### src/rtl/cpu_ctrl_pkg.sv
// Shared types and constants for the Selen pipeline sequencer.
package cpu_ctrl_pkg;

  typedef enum logic [1:0] {
    ST_INIT,
    ST_RUN,
    ST_DWAIT,
    ST_FLUSH
  } ctrl_state_e;

  localparam logic [1:0] FWD_RF  = 2'b00;
  localparam logic [1:0] FWD_EXE = 2'b01;
  localparam logic [1:0] FWD_MEM = 2'b10;

endpackage

### src/rtl/cpu_pipe_ctrl_s_if.sv
// Control bus between the pipeline datapath (master) and the sequencer (slave).
interface cpu_pipe_ctrl_s_if #(
  parameter int REG_AW = 5,
  parameter int PCNT_W = 16
);
  logic [3*REG_AW-1:0] dec_hazard_bus;
  logic [REG_AW-1:0]   exe_rd;
  logic                exe_we;
  logic                exe_is_ld;
  logic [REG_AW-1:0]   mem_rd;
  logic                mem_we;
  logic                mem_req;
  logic                dl1_ack;
  logic                il1_ack;
  logic                exe_brnch_taken;
  logic                if_enb;
  logic                dec_enb;
  logic                dec_kill;
  logic                dec_nop_gen;
  logic                exe_enb;
  logic                mem_enb;
  logic                pc_sel;
  logic [1:0]          fwd_src1_sel;
  logic [1:0]          fwd_src2_sel;
  logic [PCNT_W-1:0]   stall_cnt;

  modport master (
    output dec_hazard_bus, exe_rd, exe_we, exe_is_ld, mem_rd, mem_we,
           mem_req, dl1_ack, il1_ack, exe_brnch_taken,
    input  if_enb, dec_enb, dec_kill, dec_nop_gen, exe_enb, mem_enb,
           pc_sel, fwd_src1_sel, fwd_src2_sel, stall_cnt
  );

  modport slave (
    input  dec_hazard_bus, exe_rd, exe_we, exe_is_ld, mem_rd, mem_we,
           mem_req, dl1_ack, il1_ack, exe_brnch_taken,
    output if_enb, dec_enb, dec_kill, dec_nop_gen, exe_enb, mem_enb,
           pc_sel, fwd_src1_sel, fwd_src2_sel, stall_cnt
  );
endinterface

### src/rtl/cpu_fwd_unit_s.sv
// Operand forwarding select for both decode sources; EXE result wins over MEM/WB.
module cpu_fwd_unit_s
  import cpu_ctrl_pkg::*;
#(
  parameter int REG_AW = 5
) (
  input  logic [REG_AW-1:0] rs1,
  input  logic [REG_AW-1:0] rs2,
  input  logic [REG_AW-1:0] exe_rd,
  input  logic              exe_we,
  input  logic              exe_is_ld,
  input  logic [REG_AW-1:0] mem_rd,
  input  logic              mem_we,
  output logic [1:0]        src1_sel,
  output logic [1:0]        src2_sel
);

  // A load in EXE has no result yet, so it never forwards from EXE.
  assign src1_sel = (rs1 == '0)                                 ? FWD_RF  :
                    (exe_we && !exe_is_ld && (exe_rd == rs1))    ? FWD_EXE :
                    (mem_we && (mem_rd == rs1))                  ? FWD_MEM :
                                                                   FWD_RF;

  assign src2_sel = (rs2 == '0)                                 ? FWD_RF  :
                    (exe_we && !exe_is_ld && (exe_rd == rs2))    ? FWD_EXE :
                    (mem_we && (mem_rd == rs2))                  ? FWD_MEM :
                                                                   FWD_RF;

endmodule

### src/rtl/cpu_pipe_ctrl_s.sv
// Selen pipeline sequencer: stage enables/kills, redirect, flush and DL1-wait handling.
module cpu_pipe_ctrl_s
  import cpu_ctrl_pkg::*;
#(
  parameter int REG_AW      = 5,
  parameter int FLUSH_DEPTH = 2,
  parameter int PCNT_W      = 16
) (
  input logic               clk,
  input logic               rst_n,
  cpu_pipe_ctrl_s_if.slave  ctl
);

  localparam int CNT_W = (FLUSH_DEPTH < 2) ? 1 : $clog2(FLUSH_DEPTH + 1);

  ctrl_state_e       state, state_nxt;
  logic [CNT_W-1:0]  cnt, cnt_nxt;
  logic [PCNT_W-1:0] stall_q;

  logic [REG_AW-1:0] rs1, rs2;
  logic              freeze, load_use;
  logic              if_enb, dec_enb, dec_kill, dec_nop_gen, exe_enb, mem_enb, pc_sel;
  logic [1:0]        f1_sel, f2_sel;

  assign rs1 = ctl.dec_hazard_bus[3*REG_AW-1 -: REG_AW];
  assign rs2 = ctl.dec_hazard_bus[2*REG_AW-1 -: REG_AW];

  cpu_fwd_unit_s #(.REG_AW(REG_AW)) u_fwd (
    .rs1       (rs1),
    .rs2       (rs2),
    .exe_rd    (ctl.exe_rd),
    .exe_we    (ctl.exe_we),
    .exe_is_ld (ctl.exe_is_ld),
    .mem_rd    (ctl.mem_rd),
    .mem_we    (ctl.mem_we),
    .src1_sel  (f1_sel),
    .src2_sel  (f2_sel)
  );

  always_comb begin
    load_use = ctl.exe_is_ld && ctl.exe_we && (ctl.exe_rd != '0) &&
               ((ctl.exe_rd == rs1) || (ctl.exe_rd == rs2));
    // Once in DWAIT only the ack releases the freeze, whatever mem_req does.
    freeze   = (state == ST_DWAIT) ? !ctl.dl1_ack : (ctl.mem_req && !ctl.dl1_ack);
  end

  always_comb begin
    state_nxt   = state;
    cnt_nxt     = cnt;
    if_enb      = 1'b0;
    dec_enb     = 1'b0;
    dec_kill    = 1'b0;
    dec_nop_gen = 1'b0;
    exe_enb     = 1'b0;
    mem_enb     = 1'b0;
    pc_sel      = 1'b0;
    case (state)
      ST_INIT: begin
        dec_kill    = 1'b1;
        dec_nop_gen = 1'b1;
        state_nxt   = ST_RUN;
      end
      ST_RUN, ST_DWAIT: begin
        if (freeze) begin
          state_nxt = ST_DWAIT;
        end else if (ctl.exe_brnch_taken) begin
          pc_sel      = 1'b1;
          if_enb      = 1'b1;
          dec_enb     = 1'b1;
          dec_kill    = 1'b1;
          dec_nop_gen = 1'b1;
          exe_enb     = 1'b1;
          mem_enb     = 1'b1;
          if (FLUSH_DEPTH == 1) begin
            state_nxt = ST_RUN;
          end else begin
            state_nxt = ST_FLUSH;
            cnt_nxt   = CNT_W'(FLUSH_DEPTH - 1);
          end
        end else if (load_use) begin
          dec_kill  = 1'b1;
          exe_enb   = 1'b1;
          mem_enb   = 1'b1;
          state_nxt = ST_RUN;
        end else if (!ctl.il1_ack) begin
          dec_nop_gen = 1'b1;
          dec_enb     = 1'b1;
          exe_enb     = 1'b1;
          mem_enb     = 1'b1;
          state_nxt   = ST_RUN;
        end else begin
          if_enb    = 1'b1;
          dec_enb   = 1'b1;
          exe_enb   = 1'b1;
          mem_enb   = 1'b1;
          state_nxt = ST_RUN;
        end
      end
      ST_FLUSH: begin
        dec_nop_gen = 1'b1;
        if (!(ctl.mem_req && !ctl.dl1_ack)) begin
          if_enb  = ctl.il1_ack;
          dec_enb = 1'b1;
          exe_enb = 1'b1;
          mem_enb = 1'b1;
          cnt_nxt = cnt - 1'b1;
          if (cnt == CNT_W'(1)) state_nxt = ST_RUN;
        end
      end
      default: state_nxt = ST_INIT;
    endcase
  end

  always_ff @(posedge clk or negedge rst_n) begin
    if (!rst_n) begin
      state   <= ST_INIT;
      cnt     <= '0;
      stall_q <= '0;
    end else begin
      state <= state_nxt;
      cnt   <= cnt_nxt;
      // The reset-recovery cycle is not a pipeline stall.
      if ((state != ST_INIT) && !dec_enb && (stall_q != '1))
        stall_q <= stall_q + 1'b1;
    end
  end

  assign ctl.if_enb       = if_enb;
  assign ctl.dec_enb      = dec_enb;
  assign ctl.dec_kill     = dec_kill;
  assign ctl.dec_nop_gen  = dec_nop_gen;
  assign ctl.exe_enb      = exe_enb;
  assign ctl.mem_enb      = mem_enb;
  assign ctl.pc_sel       = pc_sel;
  assign ctl.fwd_src1_sel = (state == ST_INIT) ? FWD_RF : f1_sel;
  assign ctl.fwd_src2_sel = (state == ST_INIT) ? FWD_RF : f2_sel;
  assign ctl.stall_cnt    = stall_q;

endmodule

### src/flat_wrapper.sv
// flat-port wrapper written by rule: the top's interface ports become plain ports
module cpu_pipe_ctrl_s_flat import cpu_ctrl_pkg::*;
#(
  parameter int REG_AW      = 5,
  parameter int FLUSH_DEPTH = 2,
  parameter int PCNT_W      = 16
)
  (clk, rst_n, ctl_dec_hazard_bus, ctl_exe_rd, ctl_exe_we, ctl_exe_is_ld, ctl_mem_rd, ctl_mem_we, ctl_mem_req, ctl_dl1_ack, ctl_il1_ack, ctl_exe_brnch_taken, ctl_if_enb, ctl_dec_enb, ctl_dec_kill, ctl_dec_nop_gen, ctl_exe_enb, ctl_mem_enb, ctl_pc_sel, ctl_fwd_src1_sel, ctl_fwd_src2_sel, ctl_stall_cnt);
  cpu_pipe_ctrl_s_if #(.REG_AW(REG_AW), .PCNT_W(PCNT_W)) ctl_i ();
  input logic clk;
  input logic rst_n;
  input wire logic [$bits(ctl_i.dec_hazard_bus)-1:0] ctl_dec_hazard_bus;
  input wire logic [$bits(ctl_i.exe_rd)-1:0] ctl_exe_rd;
  input wire logic [$bits(ctl_i.exe_we)-1:0] ctl_exe_we;
  input wire logic [$bits(ctl_i.exe_is_ld)-1:0] ctl_exe_is_ld;
  input wire logic [$bits(ctl_i.mem_rd)-1:0] ctl_mem_rd;
  input wire logic [$bits(ctl_i.mem_we)-1:0] ctl_mem_we;
  input wire logic [$bits(ctl_i.mem_req)-1:0] ctl_mem_req;
  input wire logic [$bits(ctl_i.dl1_ack)-1:0] ctl_dl1_ack;
  input wire logic [$bits(ctl_i.il1_ack)-1:0] ctl_il1_ack;
  input wire logic [$bits(ctl_i.exe_brnch_taken)-1:0] ctl_exe_brnch_taken;
  output wire logic [$bits(ctl_i.if_enb)-1:0] ctl_if_enb;
  output wire logic [$bits(ctl_i.dec_enb)-1:0] ctl_dec_enb;
  output wire logic [$bits(ctl_i.dec_kill)-1:0] ctl_dec_kill;
  output wire logic [$bits(ctl_i.dec_nop_gen)-1:0] ctl_dec_nop_gen;
  output wire logic [$bits(ctl_i.exe_enb)-1:0] ctl_exe_enb;
  output wire logic [$bits(ctl_i.mem_enb)-1:0] ctl_mem_enb;
  output wire logic [$bits(ctl_i.pc_sel)-1:0] ctl_pc_sel;
  output wire logic [$bits(ctl_i.fwd_src1_sel)-1:0] ctl_fwd_src1_sel;
  output wire logic [$bits(ctl_i.fwd_src2_sel)-1:0] ctl_fwd_src2_sel;
  output wire logic [$bits(ctl_i.stall_cnt)-1:0] ctl_stall_cnt;
  assign ctl_i.dec_hazard_bus = ctl_dec_hazard_bus;
  assign ctl_i.exe_rd = ctl_exe_rd;
  assign ctl_i.exe_we = ctl_exe_we;
  assign ctl_i.exe_is_ld = ctl_exe_is_ld;
  assign ctl_i.mem_rd = ctl_mem_rd;
  assign ctl_i.mem_we = ctl_mem_we;
  assign ctl_i.mem_req = ctl_mem_req;
  assign ctl_i.dl1_ack = ctl_dl1_ack;
  assign ctl_i.il1_ack = ctl_il1_ack;
  assign ctl_i.exe_brnch_taken = ctl_exe_brnch_taken;
  assign ctl_if_enb = ctl_i.if_enb;
  assign ctl_dec_enb = ctl_i.dec_enb;
  assign ctl_dec_kill = ctl_i.dec_kill;
  assign ctl_dec_nop_gen = ctl_i.dec_nop_gen;
  assign ctl_exe_enb = ctl_i.exe_enb;
  assign ctl_mem_enb = ctl_i.mem_enb;
  assign ctl_pc_sel = ctl_i.pc_sel;
  assign ctl_fwd_src1_sel = ctl_i.fwd_src1_sel;
  assign ctl_fwd_src2_sel = ctl_i.fwd_src2_sel;
  assign ctl_stall_cnt = ctl_i.stall_cnt;
  cpu_pipe_ctrl_s #(.REG_AW(REG_AW), .FLUSH_DEPTH(FLUSH_DEPTH), .PCNT_W(PCNT_W)) u_core (.clk(clk), .rst_n(rst_n), .ctl(ctl_i));
endmodule
### config.mk
export PLATFORM = sky130hd
export DESIGN_NAME = cpu_pipe_ctrl_s_flat
export DESIGN_NICKNAME = d
export VERILOG_FILES = /design/src/rtl/cpu_ctrl_pkg.sv /design/src/rtl/cpu_pipe_ctrl_s_if.sv /design/src/rtl/cpu_fwd_unit_s.sv /design/src/rtl/cpu_pipe_ctrl_s.sv /design/src/flat_wrapper.sv
export SDC_FILE = /design/constraint.sdc
export NUM_CORES = 1
export LEC_CHECK = 0
export ABC_AREA = 0
export BUFFER_PORTS_ARGS = -buffer_cell sky130_fd_sc_hd__clkbuf_2
export CORE_MARGIN = 10
export CORE_UTILIZATION = 35
export CTS_BUF_LIST = sky130_fd_sc_hd__clkbuf_8
export DETAILED_ROUTE_END_ITERATION = 7
export GPL_TIMING_DRIVEN = 0
export PLACE_DENSITY = 0.64
export SYNTH_ARGS = -nofsm -noshare
export SYNTH_HDL_FRONTEND = slang
export SYNTH_SLANG_ARGS = --single-unit
### constraint.sdc
create_clock -name clk -period 1.8 [get_ports clk]
set_input_delay 0.09 -clock clk [delete_from_list [all_inputs] [get_ports clk]]
set_output_delay 0.09 -clock clk [all_outputs]
set_load 0.1 [all_outputs]
* Yosys cells after proc, flatten, opt, wreduce, memory -nomap -nowiden
Index checks and enable logic that the tools add are counted.
** Cells by class
- Muxes and demuxes :: 43
- Eq/ne operators :: 13
- Add/sub/neg operators :: 2
- Reductions and logical operators :: 25
** Operators by type and width (number)
- 2-bit 2-to-1 mux :: 15
- 1-bit 2-to-1 mux :: 21
- 5-bit == test :: 4
- 16-bit by 1-bit adder with 16-bit output (second input constant) :: 1
- 16-bit inequality test (second input constant) :: 1
- 1-bit logical AND :: 11
- 5-bit logical NOT :: 2
- 1-bit one-hot mux with 2 select lines :: 5
- 2-bit inequality test (second input constant) :: 3
- 2-bit one-hot mux with 3 select lines :: 1
- 5-bit nonzero test :: 1
- 2-bit by 1-bit == test with 1-bit output (second input constant) :: 2
- 2-bit == test (second input constant) :: 2
- 2-bit one-hot mux with 2 select lines :: 1
- 4-bit AND reduction :: 1
- 2-bit nonzero test :: 2
- 2-bit OR reduction :: 2
- 1-bit logical NOT :: 3
- 2-bit logical NOT :: 1
- 2-bit by 1-bit inequality test with 1-bit output (second input constant) :: 1
- 2-bit AND reduction :: 1
- 2-bit by 1-bit subtractor with 2-bit output (second input constant) :: 1
- 1-bit logical OR :: 1
** Storage, ports and cells
- Word-level logic and storage cells :: 86
- Register bits :: 20
- Input port bits :: 34

* Depth between registers and ports, before layout
Gate-level depths: netlist (run 1).
- Depth after elaboration :: 10
- Depth in mapped cells :: 10
- Depth with buffers taken out :: 9

* Cells and area by module
Synthesis (run 1) repeated with hierarchy kept, for this count alone.
** Unflattened totals
- Cell total of the unflattened synthesis :: 175
- Area, all modules :: 1557.7 um^2
** Modules (own cells, without submodules)
- cpu_pipe_ctrl_s :: area an instance 1281.2 um^2, instances 1, cells each 138, sequential area each 500.5 um^2
- cpu_fwd_unit_s :: area an instance 276.5 um^2, instances 1, cells each 37, sequential area each 0.0 um^2

* Least setup slack after synthesis (run 1)
Ideal clock, no wire load.
- Kind :: in2out
- Start :: in ctl_exe_rd[1]
- End :: out ctl_dec_nop_gen
- Arrival :: 4.380 ns
- Buffers on the path :: 0
- Cell stages on the path :: 4
- Slack :: -2.670 ns
- Cell sequence :: or4_1 o211ai_2 a21oi_1 o311ai_0
** Between the ends
- Word-level cells in the longest chain between the ends :: 7
- Elaborated cells on any way between the ends :: 10
- Classes of those cells :: eq/ne: 2; mux: 4; reduce/logical: 4
** Ends and longest elaborated chain
- from (decl) :: RTL line flat_wrapper.sv:13 : input wire logic [$bits(ctl_i.exe_rd)-1:0] ctl_exe_rd;
- 5-bit == test / 5-bit nonzero test (equally long branches) :: RTL line cpu_pipe_ctrl_s.sv:42, cpu_pipe_ctrl_s.sv:41
- 1-bit logical OR / 1-bit logical AND (equally long branches) :: RTL line cpu_pipe_ctrl_s.sv:42, cpu_pipe_ctrl_s.sv:41
- 1-bit logical AND (*) :: RTL line cpu_pipe_ctrl_s.sv:41 : load_use = ctl.exe_is_ld && ctl.exe_we && (ctl.exe_rd != '0) &&
- 1-bit 2-to-1 mux (*) :: RTL line cpu_pipe_ctrl_s.sv:80 : end else if (load_use) begin
- 1-bit 2-to-1 mux (*) :: RTL line cpu_pipe_ctrl_s.sv:66 : end else if (ctl.exe_brnch_taken) begin
- 1-bit 2-to-1 mux (*) :: RTL line cpu_pipe_ctrl_s.sv:64 : if (freeze) begin
- 1-bit one-hot mux with 2 select lines (*) :: RTL line cpu_pipe_ctrl_s.sv:57 : case (state)
- to (decl) :: RTL line flat_wrapper.sv:25 : output wire logic [$bits(ctl_i.dec_nop_gen)-1:0] ctl_dec_nop_gen;
Mark *: on every way between the ends. The rest lies on a longest branch, timed or not.

* Worst setup path after layout (run 1)
- Start :: reg u_core.state[1]
- End :: out ctl_if_enb
** Between the ends
- Word-level cells in the longest chain between the ends :: 4
- Elaborated cells on any way between the ends :: 7
- Classes of those cells :: eq/ne: 3; mux: 3; reduce/logical: 1
** Ends and longest elaborated chain
- from (decl) :: RTL line cpu_pipe_ctrl_s.sv:16 : ctrl_state_e state, state_nxt;
- from (signal assigned) :: RTL line cpu_pipe_ctrl_s.sv:120 : state <= state_nxt;
- 2-bit == test :: RTL line cpu_pipe_ctrl_s.sv:44, cpu_pipe_ctrl_s.sv:57
- 1-bit 2-to-1 mux :: RTL line cpu_pipe_ctrl_s.sv:44 : freeze = (state == ST_DWAIT) ? !ctl.dl1_ack : (ctl.mem_req && !ctl.dl1_ack);
- 1-bit 2-to-1 mux :: RTL line cpu_pipe_ctrl_s.sv:64
- 1-bit one-hot mux with 2 select lines (*) :: RTL line cpu_pipe_ctrl_s.sv:57
- to (decl) :: RTL line flat_wrapper.sv:22 : output wire logic [$bits(ctl_i.if_enb)-1:0] ctl_if_enb;
Marks and branches as above.

==> run_results.csv, run 1 <==
group,metric,value,unit
outcome,status,"complete, but fails checks",
outcome,failed_checks,"negative setup slack",
grt,antenna_found_initial,0,
drt,route.antenna.remaining_nets,0,
worst_setup_path,cp.arrival,1.99,ns
clock_tree,cts_max_level,1,
sta,slew_viol_final,0,
clock_tree,numCtsBuffers,3,
worst_setup_path,r2r-end,"u_core.ctl.stall_cnt[1]",
drt,dr.pass1.iters,4,
drt,vias,1448,
worst_setup_path,worstPathRequired,1.71,ns
floorplanning,dieArea,7258,um2
synth,synth.distinct_cells,38,
worst_setup_path,critical_path_class,"reg2out",
worst_setup_path,endpoint_kind,"output port",
clock_tree,clk_pin_slew,0.07,ns
finish,area_growth,66.86,%
run,drv_cap,0,
synth,post-synth-top-area-cell,"dfrtp_1",
clock_tree,cts_sinks,20,
finish,postLayoutCellArea,2482,um2
synth,synth_flop_cell,"dfrtp_1",
drt,routed_via_density,5.099,
clock_tree,worstSkewPairLatency,0.26,ns
synth,post-synth-top-count-cell,"dfrtp_1",
synth,yosysSeqAreaShare,33.64,%
synth,yosys-top-cells-count,"dfrtp_1 (20), xnor2_1 (19), xor2_1 (15)",
synth,synthCells,161,
synth,synth.cell_area,1488,um2
synth,synth_area_leaders,"dfrtp_1 (34%), xnor2_1 (11%), xor2_1 (8.8%)",
worst_setup_path,path_common_cell,"nor2_4",
clock_tree,clk_path_buf_depth,2,
grt,grt_pass1_vias,1478,
power,leakage,1.031,nW
worst_setup_path,worstPathMaxFanout,3,
worst_setup_path,max_stage_delay,0.45,ns
sta,final.setup.worst_slack,-0.2776,ns
sta,tightest_slew,0.5555,ns
clock_tree,root_buffer,"clkbuf_8",
grt,grt_pass1_wl,7176,um
synth,syn_avg_cell_area,9.240,um2
drt,wire_per_inst,15.13,um
sta,post-route-min-period,2.078,ns
worst_setup_path,crit_path_start_kind,"register",
placed_design,dpl_cell_area,2090,um2
worst_setup_path,cpMaxStageDelayCell,"dfrtp_2",
worst_setup_path,reg2reg_from,"u_core.state[0]",
sta,fin_skew,0.003299,ns
grt,grt_max_degree,21,
clock_tree,cts_tree,"built",
sta,max_slew_margin,63.12,%
synth,synth_edf_count,0,
drt,drcViolationCount,0,
power,power,0.004892,W
floorplanning,fp.coreArea,4058,um2
finish,n_antenna_cell,0,
placed_design,dp_hpwl,3339,um
power,ir_drop,1.455,mV
min_path,worstHoldStart,"ctl_dl1_ack",
synth,synth_warnings,0,
power,power_density,1971,nW/um2
finish,layout.nets,274,
synth,yosysTopAreaCellShare,33.64,%
placed_design,io_buffers,55,
sta,fmax,481.3,MHz
worst_setup_path,r2r_setup_slack,-0.21,ns
floorplanning,pin_count,61,
worst_setup_path,crit_chain,"ha_4 > nor2_4 > or2_4 > and2_4 > nor2_4 > or2_4 > nor2_4 > o21a_4 > clkbuf_16",
floorplanning,start_util,36.66,%
sta,min_period_over_period,115.4,%
floorplanning,die_h,85.20,um
drt,wirelength,4297,um
drt,first_iter_violations,64,
sta,grt_setup_unrepaired,"true",
placed_design,gp_congestion,0.7963,
finish,drive_gt1_share,61.11,%
min_path,min_path_type,"in2reg",
sta,hold_violations,0,
grt,grt_overflow,0,
floorplanning,die_width,85.20,um
synth,syn-num-nets,200,
worst_setup_path,worst_r2r_path_depth,8,
floorplanning,rows,23,
synth,synthArstFlopShare,100.0,%
sta,setup_viol_count_final,21,
min_path,min_to,"u_core.state[0]",
min_path,hold_path_depth,3,
grt,track_usage,11.71,%
synth,synth_seq_cells,20,
==> layout make-up <==
| cell class | count | area [um2] |
|---|---|---|
| Multi-Input combinational cell | 131 | 1225 |
| Sequential cell | 20 | 546.8 |
| Buffer | 2 | 18.77 |
| Fill cell | 348 | 1575 |
| Inverter | 7 | 26.28 |
| Tap cell | 50 | 62.56 |
| Timing Repair Buffer | 70 | 548.0 |
| Clock buffer | 4 | 55.05 |
==> layout by cell type (no fill, tap or decap), drive strengths merged, types with 3 or more instances in the layout <==
master and instances:
buf 19, nand3 11, ha 5, nand4 4
dfrtp 20, nor2 14, xor2 15, nand2 12
xnor2 19, nor3 10, a21oi 3, o21ai 6
or4 3, nor4 6, clkbuf 56, inv 7
==> critical path: cells and delay by family, from the launching register on <==
| kind | cells | cell delay, ns |
|---|---|---|
| AO/OA/AOI/OAI | 1 | 0.14 |
| adder cells (fa/ha/maj) | 1 | 0.18 |
| buffers and inverters | 1 | 0.19 |
| flip-flops | 1 | 0.45 |
| AND/OR/NAND/NOR | 6 | 0.77 |
==> registers in the layout, summed over array words and instances, names as in the netlist <==
| register | count |
|---|---|
| u_core.ctl.stall_cnt | 16 |
| u_core.state | 2 |
| u_core.cnt | 2 |
==> stage by stage <==
stage                     TNS [ns]  cells  worst slack [ns]  utilization [%]  hold slack, ns
after floorplan             -3.033    161           -0.4647                -         -0.2056
after global placement      -3.967    266           -0.3603            51.50         0.08026
final                       -2.997    284           -0.2776            61.18          0.2336
after global routing        -5.247    284           -0.3466            61.18          0.2697
after detailed placement    -3.990    266           -0.3659            51.50         0.08319
after CTS                   -2.947    278           -0.2585            59.51          0.2304
==> logic make-up after synthesis <==
family | Yosys count | share of synthesized area [%]
adders and majority gates | 5 | 4.205
DFF | 20 | 33.64
xor gates and xnor gates | 34 | 20.02
and+or+nand+nor | 72 | 27.84
buffers and inverters | 10 | 3.280
muxes | 2 | 1.514
AOI/OAI and AO/OA | 18 | 9.504
==> layer usage <==
layer / vias to the layer above / GRT usage [%] / part of all wire, %
li1: 712 / - / -
met4: 0 / 3.144 / 1.0
met1: 683 / 14.43 / 46
met5: - / 0 / 0
met2: 47 / 19.48 / 46
met3: 6 / 3.155 / 6.7
==> worst max-delay path by stage <==
stage	end	slack [ns]	from	depth (start not counted)
after detailed placement	ctl_if_enb	-0.37	ctl_exe_rd[1]	8
after global routing	ctl_if_enb	-0.35	u_core.state[0]	10
after floorplan	ctl_if_enb	-0.46	u_core.state[0]	9
final	ctl_if_enb	-0.28	u_core.state[1]	9
after global placement	ctl_if_enb	-0.36	ctl_exe_rd[1]	8
after CTS	ctl_if_enb	-0.26	u_core.state[1]	9
==> report_power, final <==
group          total (W)  switching (W)  internal (W)
clock           0.000340       0.000145      0.000195
combinational    0.00375        0.00238       0.00136
sequential      0.000805       0.000176      0.000629
==> what timing repair did <==
item                                    4_1_cts  5_1_grt
pin swaps                                     9        4
resized for setup                            39       11
endpoints found under the hold margin        20        0
endpoints found under the setup margin       27       27
hold buffers                                  1        0
buffers inserted                              8        6
Note: power is estimated with default switching activity, not from simulation.
==> run 2: changes to the inputs <==
- TNS_END_PERCENT: default -> 5
==> run 2 against run 1 <==
The run still ends with negative setup slack left. Register-to-register slack got worse by 0.02 ns. Clock power decreased by 2%. Routed wire length increased by 1.0%. Combinational power decreased by 7.2%. Via count decreased by 0.97%. Power decreased by 6.8%. Flip-flop and latch count unchanged. Highest routed layer unchanged.
==> run_results.csv, run 2 (synthesis results as in run 1) <==
group,metric,value,unit
outcome,status,"complete, but fails checks",
outcome,failed_checks,"negative setup slack",
run,drv_cap,0,
sta,setup_viol_count_final,22,
drt,routed_via_density,5.196,
clock_tree,root_buffer,"clkbuf_8",
sta,post-route-min-period,2.066,ns
grt,grt_pass1_vias,1577,
sta,slew_viol_final,0,
worst_setup_path,cpMaxStageDelayCell,"dfrtp_2",
placed_design,gp_congestion,0.8730,
placed_design,place_inst,266,
grt,antenna_found_initial,0,
power,ir_drop,1.617,mV
drt,vias,1434,
finish,layout.nets,266,
worst_setup_path,critical_path_class,"reg2out",
clock_tree,numCtsBuffers,3,
clock_tree,clk_path_buf_depth,2,
min_path,min_path_type,"in2reg",
floorplanning,die_h,85.20,um
clock_tree,cts_max_level,1,
worst_setup_path,max_stage_delay,0.45,ns
drt,route.antenna.remaining_nets,0,
floorplanning,pin_count,61,
sta,min_period_over_period,114.8,%
worst_setup_path,worstPathMaxFanout,3,
drt,wire_per_inst,15.72,um
worst_setup_path,crit_chain,"ha_4 > nor2_4 > or2_4 > and2_4 > nor2_4 > or2_4 > nor2_4 > o21a_4 > clkbuf_16",
placed_design,io_buffers,55,
floorplanning,die_width,85.20,um
sta,hold_violations,0,
power,power_density,1986,nW/um2
finish,final_cell_mix,"clkbuf_2 (44), xnor2_1 (19), xor2_1 (15), dfrtp_2 (14), nand2_1 (11)",
floorplanning,start_util,36.66,%
grt,track_usage,11.97,%
grt,grt_overflow,0,
drt,wirelength,4340,um
grt,grt_max_degree,21,
finish,stdcell_count,276,
floorplanning,rows,23,
drt,drcViolationCount,0,
floorplanning,fp.coreArea,4058,um2
finish,final_common_cell,"clkbuf_2",
sta,fin_skew,0.002335,ns
clock_tree,cts_tree,"built",
placed_design,dp_slack,-0.3737,ns
power,leakage,0.9673,nW
worst_setup_path,worstPathRequired,1.71,ns
worst_setup_path,crit_path_start_kind,"register",
finish,area_growth,54.42,%
sta,grt_setup_unrepaired,"true",
worst_setup_path,endpoint_kind,"output port",
drt,first_iter_violations,66,
clock_tree,worstSkewPairLatency,0.25,ns
sta,final.setup.worst_slack,-0.2660,ns
drt,dr.pass1.iters,4,
sta,holdWs,0.2859,ns
clock_tree,clk_pin_slew,0.07,ns
floorplanning,dieArea,7258,um2
sta,fmax,484.0,MHz
finish,n_antenna_cell,0,
placed_design,dp_hpwl,3369,um
sta,max_slew_margin,63.38,%
sta,tightest_slew,0.5517,ns
worst_setup_path,path_common_cell,"nor2_4",
worst_setup_path,cp.arrival,1.98,ns
finish,drive_gt1_share,53.54,%
finish,largest_register_ffs,16,
clock_tree,cts_sinks,20,
grt,grt_pass1_wl,7458,um
[run 2: cell types whose count changed in the layout (fill, tap and decap cells not counted), moves of 3 or more]
| cell | change |
|---|---|
| buf_4 | -9 |
| dfrtp_1 | +3 |
| dfrtp_4 | -10 |
| dfrtp_2 | +7 |
[run 2: final cells by class]
type | count | area (um2)
plain buffers | 2 | 26.28
clock buffers | 4 | 55.05
fillers | 353 | 1760
inverters | 7 | 26.28
multi-input cells | 131 | 1147
flip-flops and latches | 20 | 518.0
well taps | 50 | 62.56
repair buffers | 62 | 461.7
[run 2: worst max-delay path: cells and delay by family, from the launching register on]
kind | cells | cell delay (ns)
AO/OA/AOI/OAI | 1 | 0.14
adder cells (fa/ha/maj) | 1 | 0.18
buffers and inverters | 1 | 0.19
flip-flops | 1 | 0.45
AND/OR/NAND/NOR | 6 | 0.76
[run 2: report_power, final]
part	internal [W]	total [W]	switching [W]
combinational	0.00116	0.00348	0.00232
sequential	0.000597	0.000747	0.000150
clock	0.000194	0.000333	0.000139
total	0.00195	0.00456	0.00261
[run 2: final timing paths]
kind	cells past startpoint	endpoint	from	slack [ns]
max	9	ctl_if_enb	u_core.state[1]	-0.27
min reg2reg	1	u_core.ctl.stall_cnt[10]	u_core.ctl.stall_cnt[10]	0.48
max in group asynchronous	2	u_core.ctl.stall_cnt[12]	rst_n	1.11
min	3	u_core.state[0]	ctl_dl1_ack	0.29
max reg2reg	9	u_core.ctl.stall_cnt[1]	u_core.state[1]	-0.23
min in group asynchronous	2	u_core.state[0]	rst_n	0.33
[run 2: what timing repair did]
item,4_1_cts,5_1_grt
pin swaps,12,3
setup buffers,6,0
gates resized for setup,37,6
hold buffers,1,0
setup endpoints to repair,26,27
endpoints found under the hold margin,20,0
[run 2: metrics by stage]
stage	utilization, %	cell area [um2]	setup TNS (ns)	power [W]
5_1_grt	56.61	2297	-5.201	0.004806
3_5_place_dp	49.15	1994	-4.343	0.003640
4_1_cts	56.06	2275	-2.836	0.004545
3_3_place_gp	49.15	1994	-4.518	0.003628
2_1_floorplan	-	1657	-5.664	0.003185
6_report	56.61	2297	-2.883	0.004561
[run 2: routing by layer]
layer	track usage [%]	up-vias	share of wire, %
met5	0	-	0
met4	4.341	0	2.1
met3	3.442	9	8.5
met2	19.21	57	47
met1	14.81	674	43
li1	-	694	-
